## src/rtl/pipe_ctrl_pkg.sv

```systemverilog
// Shared definitions for the pipeline hazard/stall controller.
package pipe_ctrl_pkg;

    // Controller states.
    typedef enum logic [1:0] {
        RUN      = 2'd0,
        MEM_WAIT = 2'd1,
        HALT     = 2'd2
    } pipe_state_e;

    // Plain constants for the state register, kept as raw bit patterns so the
    // state vector stays a simple logic [1:0] for older tool flows.
    localparam logic [1:0] ST_RUN      = RUN;
    localparam logic [1:0] ST_MEM_WAIT = MEM_WAIT;
    localparam logic [1:0] ST_HALT     = HALT;

    // Default parameter values.
    localparam int unsigned DEF_TIMEOUT_CYCLES = 255;
    localparam int unsigned DEF_CNT_W          = 16;

    // Width needed to hold every value 0..timeout without wrapping.
    function automatic int unsigned wait_cnt_width(input int unsigned timeout);
        return $clog2(timeout + 1);
    endfunction

endpackage

```

## src/rtl/pipe_ctrl_sat_cnt.sv

```systemverilog
// Saturating up-counter with enable; sticks at all-ones instead of wrapping.
module pipe_ctrl_sat_cnt #(
    parameter int unsigned CNT_W = 16
) (
    input  logic             clk,
    input  logic             rst,
    input  logic             en,
    output logic [CNT_W-1:0] count
);

    logic [CNT_W-1:0] count_q;
    logic [CNT_W-1:0] count_d;
    logic             at_max;

    // Next value: increment only while enabled and not yet saturated.
    always_comb begin
        at_max  = (count_q == {CNT_W{1'b1}});
        count_d = count_q;
        if (en && !at_max) begin
            count_d = count_q + CNT_W'(1);
        end
    end

    // Counter register, cleared asynchronously by reset.
    always_ff @(posedge clk or posedge rst) begin
        if (rst) begin
            count_q <= '0;
        end else begin
            count_q <= count_d;
        end
    end

    assign count = count_q;

endmodule

```

## src/rtl/pipe_ctrl.sv

```systemverilog
// Pipeline controller: load-use interlock, redirect flushes, data-memory wait
// handling with a timeout that parks the pipeline in HALT, plus two saturating
// performance counters (stalled cycles and flush events).
module pipe_ctrl
    import pipe_ctrl_pkg::*;
#(
    parameter int unsigned TIMEOUT_CYCLES = DEF_TIMEOUT_CYCLES,
    parameter int unsigned CNT_W          = DEF_CNT_W
) (
    input  logic             clk,
    input  logic             rst,

    // ID-stage source operands
    input  logic [4:0]       id_rs1_i,
    input  logic [4:0]       id_rs2_i,
    input  logic             id_rs1_used_i,
    input  logic             id_rs2_used_i,

    // EX-stage instruction
    input  logic [4:0]       ex_wR_i,
    input  logic             ex_reg_we_i,
    input  logic             ex_is_load_i,
    input  logic             ex_redirect_i,

    // MEM-stage data memory handshake
    input  logic             dmem_req_i,
    input  logic             dmem_ack_i,

    // Pipeline control
    output logic             pc_stop_o,
    output logic             if_id_stop_o,
    output logic             id_ex_stop_o,
    output logic             ex_mem_stop_o,
    output logic             if_id_flush_o,
    output logic             id_ex_flush_o,

    // Status and performance
    output logic             halted_o,
    output logic [CNT_W-1:0] stall_cycles_o,
    output logic [CNT_W-1:0] flush_events_o
);

    localparam int unsigned     WAIT_W    = wait_cnt_width(TIMEOUT_CYCLES);
    // Wait-counter value on which a missing ack sends us to HALT.
    localparam logic [WAIT_W-1:0] WAIT_LAST = WAIT_W'(TIMEOUT_CYCLES - 1);

    logic [1:0]        state_q;
    logic [1:0]        state_d;
    logic [WAIT_W-1:0] wait_q;
    logic [WAIT_W-1:0] wait_d;

    logic              mem_stall;
    logic              rs1_hit;
    logic              rs2_hit;
    logic              load_use;

    // Internal (ungated) control decisions
    logic              stop_pc;
    logic              stop_if_id;
    logic              stop_id_ex;
    logic              stop_ex_mem;
    logic              flush_if_id;
    logic              flush_id_ex;

    // Hazard detection. A load to x0 never creates a dependency.
    always_comb begin
        mem_stall = dmem_req_i & ~dmem_ack_i;
        rs1_hit   = id_rs1_used_i & (id_rs1_i == ex_wR_i);
        rs2_hit   = id_rs2_used_i & (id_rs2_i == ex_wR_i);
        load_use  = ex_is_load_i & ex_reg_we_i & (ex_wR_i != 5'd0) & (rs1_hit | rs2_hit);
    end

    // Output decode and next-state logic. The RUN priority (redirect over
    // load-use) is shared with the MEM_WAIT ack cycle, which behaves like RUN
    // without a memory stall; a redirect waiting in EX during the memory wait
    // therefore flushes only once the ack arrives.
    always_comb begin
        stop_pc     = 1'b0;
        stop_if_id  = 1'b0;
        stop_id_ex  = 1'b0;
        stop_ex_mem = 1'b0;
        flush_if_id = 1'b0;
        flush_id_ex = 1'b0;
        state_d     = state_q;
        wait_d      = wait_q;

        case (state_q)
            ST_RUN: begin
                if (mem_stall) begin
                    stop_pc     = 1'b1;
                    stop_if_id  = 1'b1;
                    stop_id_ex  = 1'b1;
                    stop_ex_mem = 1'b1;
                    state_d     = ST_MEM_WAIT;
                    wait_d      = '0;
                end else begin
                    // Redirect squashes the younger instructions, so a
                    // coincident load-use bubble is irrelevant.
                    flush_if_id = ex_redirect_i;
                    flush_id_ex = ex_redirect_i | load_use;
                    stop_pc     = ~ex_redirect_i & load_use;
                    stop_if_id  = ~ex_redirect_i & load_use;
                end
            end

            ST_MEM_WAIT: begin
                if (!dmem_ack_i) begin
                    stop_pc     = 1'b1;
                    stop_if_id  = 1'b1;
                    stop_id_ex  = 1'b1;
                    stop_ex_mem = 1'b1;
                    if (wait_q == WAIT_LAST) begin
                        state_d = ST_HALT;
                    end else begin
                        wait_d = wait_q + WAIT_W'(1);
                    end
                end else begin
                    // Ack wins even on the timeout cycle.
                    flush_if_id = ex_redirect_i;
                    flush_id_ex = ex_redirect_i | load_use;
                    stop_pc     = ~ex_redirect_i & load_use;
                    stop_if_id  = ~ex_redirect_i & load_use;
                    state_d     = ST_RUN;
                    wait_d      = '0;
                end
            end

            ST_HALT: begin
                // Only reset leaves HALT.
                stop_pc     = 1'b1;
                stop_if_id  = 1'b1;
                stop_id_ex  = 1'b1;
                stop_ex_mem = 1'b1;
            end

            default: begin
                // Unused encoding: fall back to RUN.
                state_d = ST_RUN;
                wait_d  = '0;
            end
        endcase
    end

    // State and wait-counter registers; reset abandons any wait at once.
    always_ff @(posedge clk or posedge rst) begin
        if (rst) begin
            state_q <= ST_RUN;
            wait_q  <= '0;
        end else begin
            state_q <= state_d;
            wait_q  <= wait_d;
        end
    end

    // Drive outputs; everything is held quiet while reset is asserted.
    always_comb begin
        pc_stop_o     = stop_pc     & ~rst;
        if_id_stop_o  = stop_if_id  & ~rst;
        id_ex_stop_o  = stop_id_ex  & ~rst;
        ex_mem_stop_o = stop_ex_mem & ~rst;
        if_id_flush_o = flush_if_id & ~rst;
        id_ex_flush_o = flush_id_ex & ~rst;
        halted_o      = (state_q == ST_HALT) & ~rst;
    end

    pipe_ctrl_sat_cnt #(
        .CNT_W (CNT_W)
    ) u_stall_cnt (
        .clk   (clk),
        .rst   (rst),
        .en    (pc_stop_o),
        .count (stall_cycles_o)
    );

    pipe_ctrl_sat_cnt #(
        .CNT_W (CNT_W)
    ) u_flush_cnt (
        .clk   (clk),
        .rst   (rst),
        .en    (if_id_flush_o),
        .count (flush_events_o)
    );

endmodule

```

## config.mk

```make
export PLATFORM = sky130hd
export DESIGN_NAME = pipe_ctrl
export DESIGN_NICKNAME = d
export VERILOG_FILES = /design/src/rtl/pipe_ctrl_pkg.sv /design/src/rtl/pipe_ctrl_sat_cnt.sv /design/src/rtl/pipe_ctrl.sv
export SDC_FILE = /design/constraint.sdc
export NUM_CORES = 1
export LEC_CHECK = 0
export CAP_MARGIN = 10
export CORE_MARGIN = 3
export CORE_UTILIZATION = 51
export DETAILED_ROUTE_END_ITERATION = 7
export HOLD_SLACK_MARGIN = 0.05
export PLACE_DENSITY_LB_ADDON = 0.12
export REMOVE_ABC_BUFFERS = 1
export SLEW_MARGIN = 20
export SYNTH_ARGS = -nofsm -noshare
export SYNTH_HDL_FRONTEND = slang
export SYNTH_SLANG_ARGS = --single-unit
```

## constraint.sdc

```tcl
create_clock -name clk -period 5.09 [get_ports clk]
set_input_delay 1.527 -clock clk [delete_from_list [all_inputs] [get_ports clk]]
set_output_delay 1.527 -clock clk [all_outputs]
set_load 0.005 [all_outputs]
```

==> flow_metrics.tcl <==
set metrics [dict create \
    path_max_fanout 3 \
    max-cap-violations 0 \
    reg2reg_from "u_stall_cnt.count[0]" \
    startpoint "ex_wR_i[2]" \
    crit_path_end "pc_stop_o" \
    max_stage_delay_ps 550 \
    syn_area_um2 2178 \
    async_flop_share_pct 100.0 \
    min_from "u_stall_cnt.count[4]" \
    r2r_setup_slack_ps 2900 \
    synth_edf_count 0 \
    p_leak_uw 0.001298 \
    finalPower_uw 863.2 \
    grt_max_degree 33 \
    ant_nets 0 \
    synth_area_per_cell_um2 10.18 \
    pwr-share-comb_pct 24.6 \
    hold_violations 0 \
    slew_headroom_pct 65.58 \
    floorplan.die_area_um2 5092 \
    dp_hpwl_um 3458 \
    p_int_uw 602.1 \
    final_cell_mix "clkdlybuf4s50_1 (60), dfrtp_1 (42), nand2_1 (23)" \
    clockBufferDepth 2 \
    core.rowCount 23 \
    final.setup_skew_ps 5.830 \
    cts_setup_buffers 0 \
    cts_htree_levels 2 \
    rr_endpoint "u_stall_cnt.count[4]" \
    synth_flop_cell "dfrtp_1" \
    cpMostUsedCell "clkdlybuf4s50_1" \
    clockRootBuffer "clkbuf_8" \
    fp.coreArea_um2 4058 \
    die_y_um 71.36 \
    max_freq_ghz 0.2008 \
    wl_per_cell_um 13.58 \
    fin_crit_ps 4981 \
    drcViolationCount 0 \
    critPathTopFamily "buffers and inverters" \
    power.switching_uw 261.1 \
    syn2layout_area_growth_pct 36.53 \
    drtIter0Drc 37 \
    ys_seq_area_share_pct 48.25 \
    fp.dieW_um 71.36 \
    io_buffers 62 \
    diodes 0 \
    drive_gt1_share_pct 8.834 \
    start_util_pct 53.68 \
    yosysWarningCount 0 \
    min_path_cells 1 \
    drt-total-wl_um 4523 \
    placedCellCount 325 \
    cp.required_ps 3560 \
    vias 1766 \
    yosysUniqueCellTypes 39 \
    worst_path_max_delay_cell "clkdlybuf4s50_1" \
    powerDensity_nw_per_um2 290.2 \
    cts_tree "done" \
    post-route-period-util_pct 97.85 \
    worstRegToRegCells 7 \
    power_frac_seq_pct 50.2 \
    p_sw_share_pct 30.25 \
    antenna_found_initial 0 \
    hold_buffers 0 \
    critPathKind "input pin to primary output" \
    ir_drop_v 0.0002680 \
    ys_seq_elements 42 \
    slew_viol_final 0 \
    place_congestion 0.8970 \
    endpoint_kind "primary output" \
    clock_latency_ps 300 \
    rsz0062_at_grt "false" \
    fin_cells 333 \
    hp-class "register to register" \
    start_kind "input pin" \
    grt-ovfl-total 0 \
    grt_pass1_vias 1799 \
    path_clk_slew_ps 80 \
    cp_num_buf_inv 2 \
    worst-path-stages 6 \
    grt.total_usage_pct 19.29 \
    power_frac_clock_pct 25.2 \
    utilization_pct 73.30 \
    layout_commonest_cell "clkdlybuf4s50_1" \
    top_level_ports 63 \
    nNetsFinal 310 \
    viasPerCell 5.303 \
    status "finished clean" \
    cts_buffers 5 \
    setup_viol 0 \
    worstMarginPinSlew_ps 512.9 \
    synth_cells 214 \
    dr.pass1.iters 4 \
    path_cells "clkdlybuf4s50_1 > xor2_1 > nor4_2 > a32oi_2 > o31ai_4 > clkdlybuf4s50_1" \
    clock-sinks 42 \
    cp_data_arrival_time_ps 3450 \
    grt_first_pass_wirelength_um 7879 \
]
-- routing by layer --
layer  vias to the layer above  wire length [µm]  global-route usage (%)  share of wire, %
li1                        881                 -                       -                 -
met1                       846              1946                   23.04                43
met2                        33              2329                   33.67                51
met3                         6               196                   6.031               4.3
met4                         0                51                   5.010               1.1
met5                         -                 0                       0                 0
-- repair_timing --
action,4_1_cts,5_1_grt
setup endpoints to repair,1,3
pin swaps,1,4
gates resized for setup,0,5
-- kinds of logic after synthesis --
logic type,share of synthesized area [%]
AND/OR/NAND/NOR,21.08
multiplexers,1.034
AO/OA/AOI/OAI,8.731
XOR/XNOR,16.08
adder cells (fa/ha/maj),2.298
buffers and inverters,2.527
flip-flops,48.25
-- stage by stage --
| stage | cell area, µm² | setup WS (ps) | setup TNS, ps | hold slack, ps |
|---|---|---|---|---|
| CTS | 2949 | 3.255 | 0 | 500.0 |
| detailed placement | 2859 | -5.224 | -5.224 | 483.6 |
| floorplan | 2153 | 998.4 | 0 | 476.0 |
| global placement | 2859 | -7.059 | -13.56 | 473.8 |
| finish | 2974 | 109.3 | 0 | 498.7 |
| global route | 2974 | 44.22 | 0 | 520.4 |
-- Yosys cell counts, types with 2 or more instances --
| cell | instances | area, µm² |
|---|---|---|
| nand2_1 | 23 | 86.33 |
| o21ai_1 | 2 | 10.01 |
| and3_1 | 8 | 50.05 |
| nor3_1 | 6 | 30.03 |
| xor2_1 | 19 | 166.4 |
| buf_4 | 2 | 15.01 |
| xnor2_1 | 21 | 183.9 |
| buf_2 | 2 | 10.01 |
| or3_1 | 2 | 12.51 |
| nand3_1 | 13 | 65.06 |
| and2_0 | 2 | 12.51 |
| o21ai_0 | 7 | 35.03 |
| mux2_2 | 2 | 22.52 |
| nor2_1 | 12 | 45.04 |
| inv_1 | 8 | 30.03 |
| a21oi_1 | 8 | 40.04 |
| nor4_1 | 3 | 18.77 |
| dfrtp_1 | 42 | 1051 |
| ha_1 | 4 | 50.05 |
| nand4_1 | 7 | 43.79 |
| and4_1 | 3 | 26.28 |
-- state kept, by name, summed over array words and instances, names as in the netlist --
signal and count:
state_q 2, u_flush_cnt.count 16, u_stall_cnt.count 16, wait_q 8
-- cell type report --
class / instances / area, µm²
Multi-Input combinational cell: 160 / 1092
Inverter: 8 / 30.03
Clock inverter: 3 / 21.27
Tap cell: 50 / 62.56
Timing Repair Buffer: 65 / 648.1
Fill cell: 300 / 1084
Clock buffer: 5 / 68.82
Sequential cell: 42 / 1051
-- how the worst min path moves through the flow --
stage / endpoint / slack (ps)
2_1_floorplan: state_q[0] / 480
3_3_place_gp: u_stall_cnt.count[8] / 470
3_5_place_dp: u_flush_cnt.count[9] / 480
4_1_cts: u_flush_cnt.count[9] / 500
5_1_grt: u_stall_cnt.count[8] / 520
6_report: u_stall_cnt.count[4] / 500
-- power by group through the flow --
| stage | Clock (µW) | Sequential [µW] | Combinational, µW |
|---|---|---|---|
| 3_3_place_gp | 0 | 438 | 208 |
| 4_1_cts | 226 | 434 | 215 |
| 3_5_place_dp | 0 | 439 | 213 |
| 2_1_floorplan | 0 | 434 | 91.3 |
| 5_1_grt | 240 | 443 | 238 |
| 6_report | 217 | 433 | 213 |
Power figures use the tool's default switching activity.
